**src/rtl/univ_mod_cntr.sv**
```systemverilog
// univ_mod_cntr: universal modulo counter.
//   Counts up or down by a programmable step within 0..mod_max (inclusive).
//   At a bound, it either wraps or saturates. A registered one-cycle pulse
//   and a sticky flag report each bound event.
//   Optional feature: macro UNIV_CNTR_SNAPSHOT_EN adds snap/snap_q. These
//   ports capture the pre-update count.
// Ports:
//   clk, reset          rising-edge clock, asynchronous active-high reset
//   syn_n_clr           synchronous clear, active-low (highest priority)
//   load, D             synchronous parallel load
//   en, up, step, sat   count enable, direction, step amount, saturate/wrap
//   mod_max             inclusive upper bound of the count range
//   clr_ovf             clears ovf_sticky (a same-edge event wins)
//   snap, snap_q        snapshot request / captured count (macro only)
//   Q                   current count
//   max_tick, min_tick  combinational Q == mod_max / Q == 0
//   wrap_pulse          high for the cycle after an event edge
//   ovf_sticky          sticky event flag
module univ_mod_cntr #(
  parameter int N      = 8,
  parameter int STEP_W = 4
) (
  input  logic              clk,
  input  logic              reset,
  input  logic              syn_n_clr,
  input  logic              en,
  input  logic              up,
  input  logic              load,
  input  logic [N-1:0]      D,
  input  logic [N-1:0]      mod_max,
  input  logic [STEP_W-1:0] step,
  input  logic              sat,
  input  logic              clr_ovf,
`ifdef UNIV_CNTR_SNAPSHOT_EN
  input  logic              snap,
  output logic [N-1:0]      snap_q,
`endif
  output logic [N-1:0]      Q,
  output logic              max_tick,
  output logic              min_tick,
  output logic              wrap_pulse,
  output logic              ovf_sticky
);

  logic [N-1:0] cnt_q, cnt_d;
  logic         wrap_q, wrap_d;
  logic         ovf_q, ovf_d;
  logic         evt;

  // Bound checks use N+1 bits, so Q+step can never alias back into range.
  logic [N:0]   q_ext, step_ext, mod_ext, sum;
  logic [N-1:0] diff;

  assign q_ext    = {1'b0, cnt_q};
  assign mod_ext  = {1'b0, mod_max};
  assign step_ext = {{(N+1-STEP_W){1'b0}}, step};
  assign sum      = q_ext + step_ext;
  assign diff     = cnt_q - step_ext[N-1:0];

  always_comb begin
    cnt_d = cnt_q;
    evt   = 1'b0;
    if (!syn_n_clr) begin
      cnt_d = '0;
    end else if (load) begin
      cnt_d = D;
    end else if (en && (step != '0)) begin
      if (up) begin
        // A count that starts above mod_max always exceeds it, so it is an event.
        if (sum > mod_ext) begin
          evt   = 1'b1;
          cnt_d = sat ? mod_max : '0;
        end else begin
          cnt_d = sum[N-1:0];
        end
      end else begin
        if (step_ext > q_ext) begin
          evt   = 1'b1;
          cnt_d = sat ? '0 : mod_max;
        end else begin
          cnt_d = diff;
        end
      end
    end
  end

  always_comb begin
    wrap_d = evt;
    ovf_d  = ovf_q;
    if (evt) begin
      ovf_d = 1'b1;
    end else if (clr_ovf) begin
      ovf_d = 1'b0;
    end
  end

  always_ff @(posedge clk or posedge reset) begin
    if (reset) begin
      cnt_q  <= '0;
      wrap_q <= 1'b0;
      ovf_q  <= 1'b0;
    end else begin
      cnt_q  <= cnt_d;
      wrap_q <= wrap_d;
      ovf_q  <= ovf_d;
    end
  end

`ifdef UNIV_CNTR_SNAPSHOT_EN
  logic [N-1:0] snap_reg_q;

  // The capture source is the pre-update count, independent of clear, load and enable.
  always_ff @(posedge clk or posedge reset) begin
    if (reset) begin
      snap_reg_q <= '0;
    end else if (snap) begin
      snap_reg_q <= cnt_q;
    end
  end

  assign snap_q = snap_reg_q;
`endif

  assign Q          = cnt_q;
  assign wrap_pulse = wrap_q;
  assign ovf_sticky = ovf_q;
  assign max_tick   = (cnt_q == mod_max);
  assign min_tick   = (cnt_q == '0);

endmodule
```
**config.mk**
```make
export PLATFORM = sky130hd
export DESIGN_NAME = univ_mod_cntr
export DESIGN_NICKNAME = d
export VERILOG_FILES = /design/src/rtl/univ_mod_cntr.sv
export SDC_FILE = /design/constraint.sdc
export NUM_CORES = 1
export LEC_CHECK = 0
export BUFFER_PORTS_ARGS = -buffer_cell sky130_fd_sc_hd__buf_2
export CELL_PAD_IN_SITES_DETAIL_PLACEMENT = 2
export CELL_PAD_IN_SITES_GLOBAL_PLACEMENT = 2
export CORE_ASPECT_RATIO = 1.75
export CORE_UTILIZATION = 32
export CTS_BUF_LIST = sky130_fd_sc_hd__clkbuf_8
export DETAILED_ROUTE_END_ITERATION = 10
export HOLD_SLACK_MARGIN = 0.03
export PLACE_DENSITY = 0.89
export SLEW_MARGIN = 20
export SYNTH_ARGS = -nofsm -noshare
export SYNTH_HDL_FRONTEND = slang
export SYNTH_SLANG_ARGS = --single-unit
```
**constraint.sdc**
```tcl
create_clock -name clk -period 3.6 [get_ports clk]
set_input_delay 0.54 -clock clk [delete_from_list [all_inputs] [get_ports clk]]
set_output_delay 0.54 -clock clk [all_outputs]
set_load 0.005 [all_outputs]
```
# After elaboration in Yosys (flattened, before gate mapping)
# Index checks and enable logic that the tools add are counted.
# classes
n_addsub	2
order_cmp	2
eq_ne	2
muxes	16
n_reduce_logical	4
# op_table
operator	n
two-way mux 8 bit	8
adder 8 x 4 -> 9 bit	1
> comparator 9 x 8 -> 1 bit	1
== test 8 bit	1
> comparator 4 x 8 -> 1 bit	1
logical NOT 8 bit	1
two-way mux 1 bit	8
subtractor 8 x 4 -> 8 bit	1
nonzero test 4 bit	1
inequality test 3 x 1 -> 1 bit, second input constant	1
nonzero test 2 bit	1
logical AND 1 bit	1
# word_totals
register_bits	10
input_bits	28
out_inout_bits	12
word_cells	29

# Depth between registers and ports, before layout
# Gate-level depths: netlist of run 1.
# depth
ltp_word	8
mapped_depth	15
ltp_nobuf	14

# Least setup slack after synthesis of run 1
# Ideal clock, no wire load.
# synth_path
path_kind	input port to flip-flop
startpoint	in step[0]
endpoint	reg cnt_q[7], in the netlist Q[7]
setup_ns	0.087
t_arrival_ns	3.200
t_required_ns	3.513
setup_slack_ns	0.313
stages	15
path_buffers	1
path_cell_list	ha_1 inv_1 fa_1 nor3_2 nor3_1 nand3b_1 xnor2_1 ha_1 a21o_1 a211oi_1 a211oi_2 nand2b_4 buf_12 mux2i_1 a211oi_2
# synth_via
elab_chain_cells	7
word_cells_on_any_way	13
cone_classes	add/sub: 2; order compare: 2; eq/ne: 1; mux: 6; reduce/logical: 2
# synth_lines
item	line_no	source
start: declaration	31	input logic [STEP_W-1:0] step,
adder 8 x 4 -> 9 bit	57	assign sum = q_ext + step_ext;
> comparator 9 x 8 -> 1 bit	70	if (sum > mod_ext) begin
two-way mux 8 bit	70	
two-way mux 8 bit	68	if (up) begin
two-way mux 8 bit	67	end else if (en && (step != '0)) begin
two-way mux 8 bit	65	end else if (load) begin
two-way mux 8 bit	63	if (!syn_n_clr) begin
end signal: assignment	103	cnt_q <= cnt_d;
end: declaration	45	logic [N-1:0] cnt_q, cnt_d;
# Several ways; a longest one is shown, not always the timed one. The select of a mux whose other input is x is not followed.
# A chain may end at the register's enable or synchronous reset.

# Worst setup path in the final report of run 1
# layout_path
startpoint	in step[0]
endpoint	reg ovf_q, in the netlist ovf_sticky
# layout_via
elab_chain_cells	8
word_cells_on_any_way	13
cone_classes	add/sub: 1; order compare: 2; mux: 7; reduce/logical: 3
# layout_lines
item	line_no	source
adder 8 x 4 -> 9 bit	57	
> comparator 9 x 8 -> 1 bit	70	
two-way mux 1 bit	70	
two-way mux 1 bit	68	
two-way mux 1 bit (*)	67	
two-way mux 1 bit (*)	65	
two-way mux 1 bit (*)	63	
two-way mux 1 bit or nonzero test 2 bit (tied branches)	-	
end signal: assignment	105	ovf_q <= ovf_d;
end: declaration	47	logic ovf_q, ovf_d;
# Every way passes the cells marked *; elsewhere a longest branch is shown, timed or not.

==> results of run 1 <==
final timing paths:
| kind | from | endpoint | slack [ns] | cells after the start |
|---|---|---|---|---|
| max | step[0] | ovf_sticky$_DFFE_PP0P_ | -0.03 | 15 |
| min | reset | Q[5]$_DFFE_PP0P_ | 0.29 | 2 |
| max reg2reg | Q[1]$_DFFE_PP0P_ | ovf_sticky$_DFFE_PP0P_ | -0.01 | 13 |
| min reg2reg | ovf_sticky$_DFFE_PP0P_ | ovf_sticky$_DFFE_PP0P_ | 0.54 | 2 |
| max in group asynchronous | reset | Q[1]$_DFFE_PP0P_ | 2.97 | 2 |
| min in group clk | clr_ovf | ovf_sticky$_DFFE_PP0P_ | 0.48 | 2 |
power by group:
part / switching, mW / internal, mW
combinational: 0.241 / 0.170
clock: 0.0522 / 0.0967
sequential: 0.0138 / 0.122
cell usage in the layout (no fill, tap or decap), types with 3 or more instances in the layout:
master / Yosys / final
buf_2: 4 / 39
a21oi_1: 20 / 20
nand3_1: 10 / 10
clkbuf_8: 0 / 4
dfrtp_1: 10 / 9
ha_1: 16 / 16
buf_4: 0 / 14
xnor2_1: 12 / 11
nor2_1: 12 / 12
and3_1: 3 / 3
a31oi_1: 5 / 4
a21o_1: 3 / 3
inv_1: 23 / 23
nor2b_1: 3 / 3
nand2b_1: 3 / 3
o21ai_0: 7 / 7
nand2_1: 16 / 16
o211ai_1: 4 / 4
nor3_1: 6 / 5
nand4_1: 5 / 5
per-stage QoR:
step                      instance area (sq um)  instances  TNS (ns)  setup slack [ns]
final                                      2110        320   -0.0770           -0.0298
after global routing                       2110        320     -1.17            -0.162
after CTS                                  2050        316         0            0.0340
after detailed placement                   1990        312    -0.558            -0.113
after global placement                     1990        312         0            0.0570
after floorplan                            1710        219         0             0.313
registers in the layout, summed over array words and instances (netlist names):
signal / cells
ovf_sticky: 1
wrap_pulse: 1
Q: 8
synthesized netlist by cell type (2+ instances only):
| library cell | number |
|---|---|
| inv_1 | 23 |
| a21oi_1 | 20 |
| ha_1 | 16 |
| nand2_1 | 16 |
| nor2_1 | 12 |
| xnor2_1 | 12 |
| dfrtp_1 | 10 |
| nand3_1 | 10 |
| o21ai_0 | 7 |
| nor3_1 | 6 |
| a31oi_1 | 5 |
| clkbuf_1 | 5 |
| nand4_1 | 5 |
| buf_2 | 4 |
| o211ai_1 | 4 |
| a21o_1 | 3 |
| and3_1 | 3 |
| nand2b_1 | 3 |
| nor2b_1 | 3 |
| a211oi_2 | 2 |
| a221o_1 | 2 |
| and2_1 | 2 |
| fa_1 | 2 |
| mux2_2 | 2 |
| mux2i_1 | 2 |
| nand3b_1 | 2 |
| nor3b_2 | 2 |
| o211a_1 | 2 |
| or3_1 | 2 |
| xor2_1 | 2 |
cell type report:
type,count,share of cell area [%]
Inverter,23,4.09
Timing Repair Buffer,54,15.2
Multi-Input combinational cell,175,63.0
Clock buffer,4,2.61
Tap cell,54,3.20
Sequential cell,10,11.9
timing repair:
action                                  4_1_cts  5_1_grt
endpoints found under the setup margin        0       10
buffers inserted                              0        3
resized for setup                             0        4
cells by family (layout without fill, tap and decap cells):
logic type | Yosys count | in the layout | share of synthesized area (%)
DFF | 10 | 10 | 14.6
buffers and inverters | 35 | 81 | 9.34
and+or+nand+nor | 73 | 74 | 24.3
xor gates and xnor gates | 14 | 14 | 7.15
AOI/OAI and AO/OA | 65 | 65 | 28.1
muxes | 4 | 4 | 2.48
adders and majority gates | 18 | 18 | 14.0
per-layer routing:
layer / vias up / global-route usage (%)
met5: - / 0
met4: 0 / 13.5
met3: 25 / 1.71
met2: 69 / 47.9
met1: 979 / 31.0
li1: 893 / -
==> metrics, run 1 <==
VDD IR-drop max 225 uV; fill count 603; initial antenna violation count 0; DR vias 1966; violations in the final reports DRC, setup timing; Cell Pwr Density 330 nW/um^2; number of synthesized flops with an enable pin 0; Multi-input gate area 1330 sq um; Post-DRT Antenna Nets 0; GRT Util Overall 26.6%; crit-path cells buf_2 -> ha_1 -> inv_1 -> fa_1 -> nor3_2 -> nor3_2 -> nand3b_1 -> xnor2_2 -> ha_1 -> a21o_1 -> a211oi_1 -> a211oi_2 -> nand2b_2 -> o21bai_1 -> o22ai_1; Layout Nets 313; syn avg cell area 7.83 sq um; WL met3 190 microns; synth unique cells 60; Critical Path Source Type input pin; final wirelength 7.56 mm; Primary FF master, synth dfrtp_1; dominant cell type by area after synthesis dfrtp_1; Starting Density 33.9%; Cells after Synth 219; RD Place Congestion 0.861; chip height 98.8 microns; Vias/cell 6.14; CP Capture Type flop; Top delay family on crit path compound AO/OA/AOI/OAI gates; CP max stage cell fa_1; sequential fraction of the synthesis area 14.6%; Top Layer Used met4; outcome finished with violations; YS warnings 0; Async S/R FF share, synth 100%; RSZ-0062 raised after global routing true; fin util 41.7%; core footprint 5060 sq um; max frequency 0.275 GHz; top post-synthesis cells by area dfrtp_1 15%, ha_1 12%, xnor2_1 6.1%, a21oi_1 5.8%, inv_1 5.0%; critical path class input pin to flop; Diodes inserted 0; DR iter-0 viols 52; TritonCTS Buffers 3; Final Power 697 uW; vias in the first global route 2108; crit share post-route 101%; P&R area growth vs syn 23.2%; # clock sinks 10; die area 5660 sq um; Hold Crit Class input pin to asynchronous set/reset pin; Synth top area share 14.6%; Largest stage delay, worst path 0.42 ns; Slew headroom 60.1%; Pins Over Slew Limit 0; root buffer cell clkbuf_8; WL/cell 23.6 microns; final worst setup slack -0.0298 ns; die width 57.3 microns; CP max FO 6; drt pass-1 iters 7; CTS tree built; maximum clock insertion buffer count 2; total of max-cap violations 0; Clock Skew 0.00501 ns; remaining routing DRC violations 5; H-tree depth 1; Post-Syn Area 1710 sq um; fin crit period 3.63 ns; HPWL after detailed placement 5.77 mm; syn_nets 265; Critical Path RT 3.72 ns; FF/Latch Area 251 sq um; grt total ovfl 0; # port buffers 39; met2 wire len 4.01 mm; Bufs and invs on worst path 2; clock-pin slew on the worst setup and hold paths 0.05 ns; Boundary Pins 40; latest clock arrival within the worst-skew pair 0.25 ns; Slew @ Worst Pin 0.598 ns; pin count of the biggest net entering global routing 16; Final Hold Vio Count 0; # hold bufs at CTS 0; synthesized flop and latch total 10; Routed met1 length 2.95 mm; Lkg Pwr 1.00 nW; critical path arrival 3.75 ns; first-pass GRT wire length 11.4 mm; Setup Viol. Count Final 6; layout cells sized above 1 28.2%; Hold Worst Slack 0.287 ns; row count 34
Power figures use the tool's default switching activity.
==> inputs of run 2 (changes only) <==
--- a/config.mk
+++ b/config.mk
@@ -14,6 +14,7 @@
 export DETAILED_ROUTE_END_ITERATION = 10
 export HOLD_SLACK_MARGIN = 0.03
 export PLACE_DENSITY = 0.89
+export SETUP_SLACK_MARGIN = 0.4
 export SLEW_MARGIN = 20
 export SYNTH_ARGS = -nofsm -noshare
 export SYNTH_HDL_FRONTEND = slang
==> metrics, run 2 (synthesis gave the netlist of run 1 again) <==
outcome finished with violations (unchanged); violations in the final reports DRC (was DRC, setup timing); P&R area growth vs syn 44.4% (was 23.2%); CP Capture Type flop (unchanged); VDD IR-drop max 194 uV (was 225 uV); Hold Crit Class input pin to asynchronous set/reset pin (unchanged); CP max stage cell dfrtp_2 (was fa_1); root buffer cell clkbuf_8 (unchanged); critical path class flop to flop (was input pin to flop); Lkg Pwr 1.11 nW (was 1.00 nW); Clock Skew 0.00537 ns (was 0.00501 ns); Critical Path Source Type flop (was input pin); most common cell after layout, fill and taps aside buf_2 (unchanged); met3 GRT Util 3.41% (was 1.71%); CTS tree built (unchanged); maximum clock insertion buffer count 2 (unchanged); crit-path cells ha_4 -> inv_2 -> fa_2 -> nor3_4 -> nor3_2 -> nand3b_1 -> xnor2_2 -> ha_4 -> a21o_1 -> a21oi_2 -> a211oi_2 -> nand2b_4 -> mux2_4 -> a21oi_4 (was buf_2 -> ha_1 -> inv_1 -> fa_1 -> nor3_2 -> nor3_2 -> nand3b_1 -> xnor2_2 -> ha_1 -> a21o_1 -> a211oi_1 -> a211oi_2 -> nand2b_2 -> o21bai_1 -> o22ai_1); drt pass-1 iters 9 (was 7); # port buffers 39 (unchanged); vias in the first global route 2266 (was 2108); Slew @ Worst Pin 0.574 ns (was 0.598 ns); reg2reg setup slack 0.21 ns (was -0.01 ns); row count 34 (unchanged); Setup Viol. Count Final 0 (was 6); Hold Worst Slack 0.295 ns (was 0.287 ns); DR iter-0 viols 112 (was 52); # clock sinks 10 (unchanged); pre-CTS setup slack -0.00754 ns (was -0.113 ns); commonest non-fill, non-tap cells in the layout 38 x buf_2, 31 x buf_4, 20 x inv_1 (was 39 x buf_2, 23 x inv_1, 20 x a21oi_1); pin count of the biggest net entering global routing 16 (unchanged); max frequency 0.295 GHz (was 0.275 GHz); GR peak layer met2 (unchanged); grt total ovfl 0 (unchanged); critical path arrival 3.57 ns (was 3.75 ns); final wirelength 9.15 mm (was 7.56 mm); DR vias 2097 (was 1966); Starting Density 33.9% (unchanged); Diodes inserted 0 (unchanged); Post-DRT Antenna Nets 0 (unchanged); latest clock arrival within the worst-skew pair 0.25 ns (about the same); H-tree depth 1 (unchanged); chip height 98.8 microns (unchanged); core footprint 5060 sq um (unchanged); GR Layer Usage met2 56.1% (was 47.9%); Final Hold Vio Count 0 (unchanged); Layout Nets 329 (was 313); Vias/cell 6.24 (was 6.14); clock-pin slew on the worst setup and hold paths 0.06 ns (was 0.05 ns); Boundary Pins 40 (unchanged); final worst setup slack 0.206 ns (was -0.0298 ns); WL/cell 27.2 microns (was 23.6 microns); TritonCTS Buffers 3 (unchanged); Largest register FFs 8 (unchanged); first-pass GRT wire length 13.4 mm (was 11.4 mm); fin util 48.9% (was 41.7%); Pins Over Slew Limit 0 (unchanged); die width 57.3 microns (unchanged); die area 5660 sq um (unchanged); placed cells 316 (was 312); layout cells sized above 1 43.6% (was 28.2%); Cell Pwr Density 333 nW/um^2 (was 330 nW/um^2); GRT Util Overall 32.2% (was 26.6%); Largest stage delay, worst path 0.42 ns (about the same); CP max FO 6 (unchanged); crit share post-route 94.3% (was 101%); total of max-cap violations 0 (unchanged); initial antenna violation count 0 (unchanged); Slew headroom 61.6% (was 60.1%); HPWL after detailed placement 5.88 mm (was 5.77 mm); remaining routing DRC violations 2 (was 5); Critical Path RT 3.78 ns (was 3.72 ns); Post-Layout Cell Count 336 (was 320); RSZ-0062 raised after global routing true (unchanged); Final Power 824 uW (was 697 uW); met1 Use GR 37.5% (was 31.0%); RD Place Congestion 0.906 (was 0.861); fin crit period 3.39 ns (was 3.63 ns); Top cell by count, worst path ha_4
run 2: critical path, delay by kind of cell (launching register included):
kind / cells / cell delay (ns)
xor+xnor: 1 / 0.22
mux: 1 / 0.35
flops: 1 / 0.42
simple gates: 4 / 0.79
compound gates: 4 / 0.64
fa+ha+maj: 3 / 0.85
buf+inv: 1 / 0.04
run 2: repair_timing:
action / in CTS / in global routing
pin swaps: 15 / 15
buffers inserted: 7 / 8
hold buffers: 0 / 0
endpoints found under the setup margin: 10 / 10
resized for setup: 20 / 30
cloned: 1 / 0
run 2: through the flow:
step / area (sq um) / setup TNS [ns]
after floorplan: 1730 / 0
after global placement: 2030 / 0
after detailed placement: 2030 / -0.00754
after CTS: 2240 / 0
after global routing: 2470 / 0
final: 2470 / 0
run 2: power breakdown:
group | switching (mW) | internal [mW] | leakage [nW]
combinational | 0.301 | 0.231 | 0.953
clock | 0.0607 | 0.0971 | 0.0288
sequential | 0.0112 | 0.122 | 0.130
total | 0.373 | 0.451 | 1.11
run 2: final cells by class:
type                            count  area [sq um]
Fill cell                         560          2590
Multi-Input combinational cell    175          1580
Timing Repair Buffer               70           434
Sequential cell                    10           253
Inverter                           23          88.8
Tap cell                           54          67.6
Clock buffer                        4          55.1
run 2: layer usage:
layer	wire length (microns)	up-vias	share of wire, %
li1	-	930	-
met1	3650	1053	40
met2	4690	84	51
met3	344	30	3.8
met4	467	0	5.1
met5	0	-	0
run 2: path summary, 6_finish.rpt:
kind | start | depth (start not counted) | end
hold reg to reg | ovf_sticky$_DFFE_PP0P_ | 2 | ovf_sticky$_DFFE_PP0P_
min in group clk | clr_ovf | 2 | ovf_sticky$_DFFE_PP0P_
setup reg to reg | Q[0]$_DFFE_PP0P_ | 14 | Q[0]$_DFFE_PP0P_
hold / removal | reset | 2 | Q[0]$_DFFE_PP0P_
setup / recovery | Q[0]$_DFFE_PP0P_ | 14 | Q[0]$_DFFE_PP0P_
max in group asynchronous | reset | 2 | Q[1]$_DFFE_PP0P_
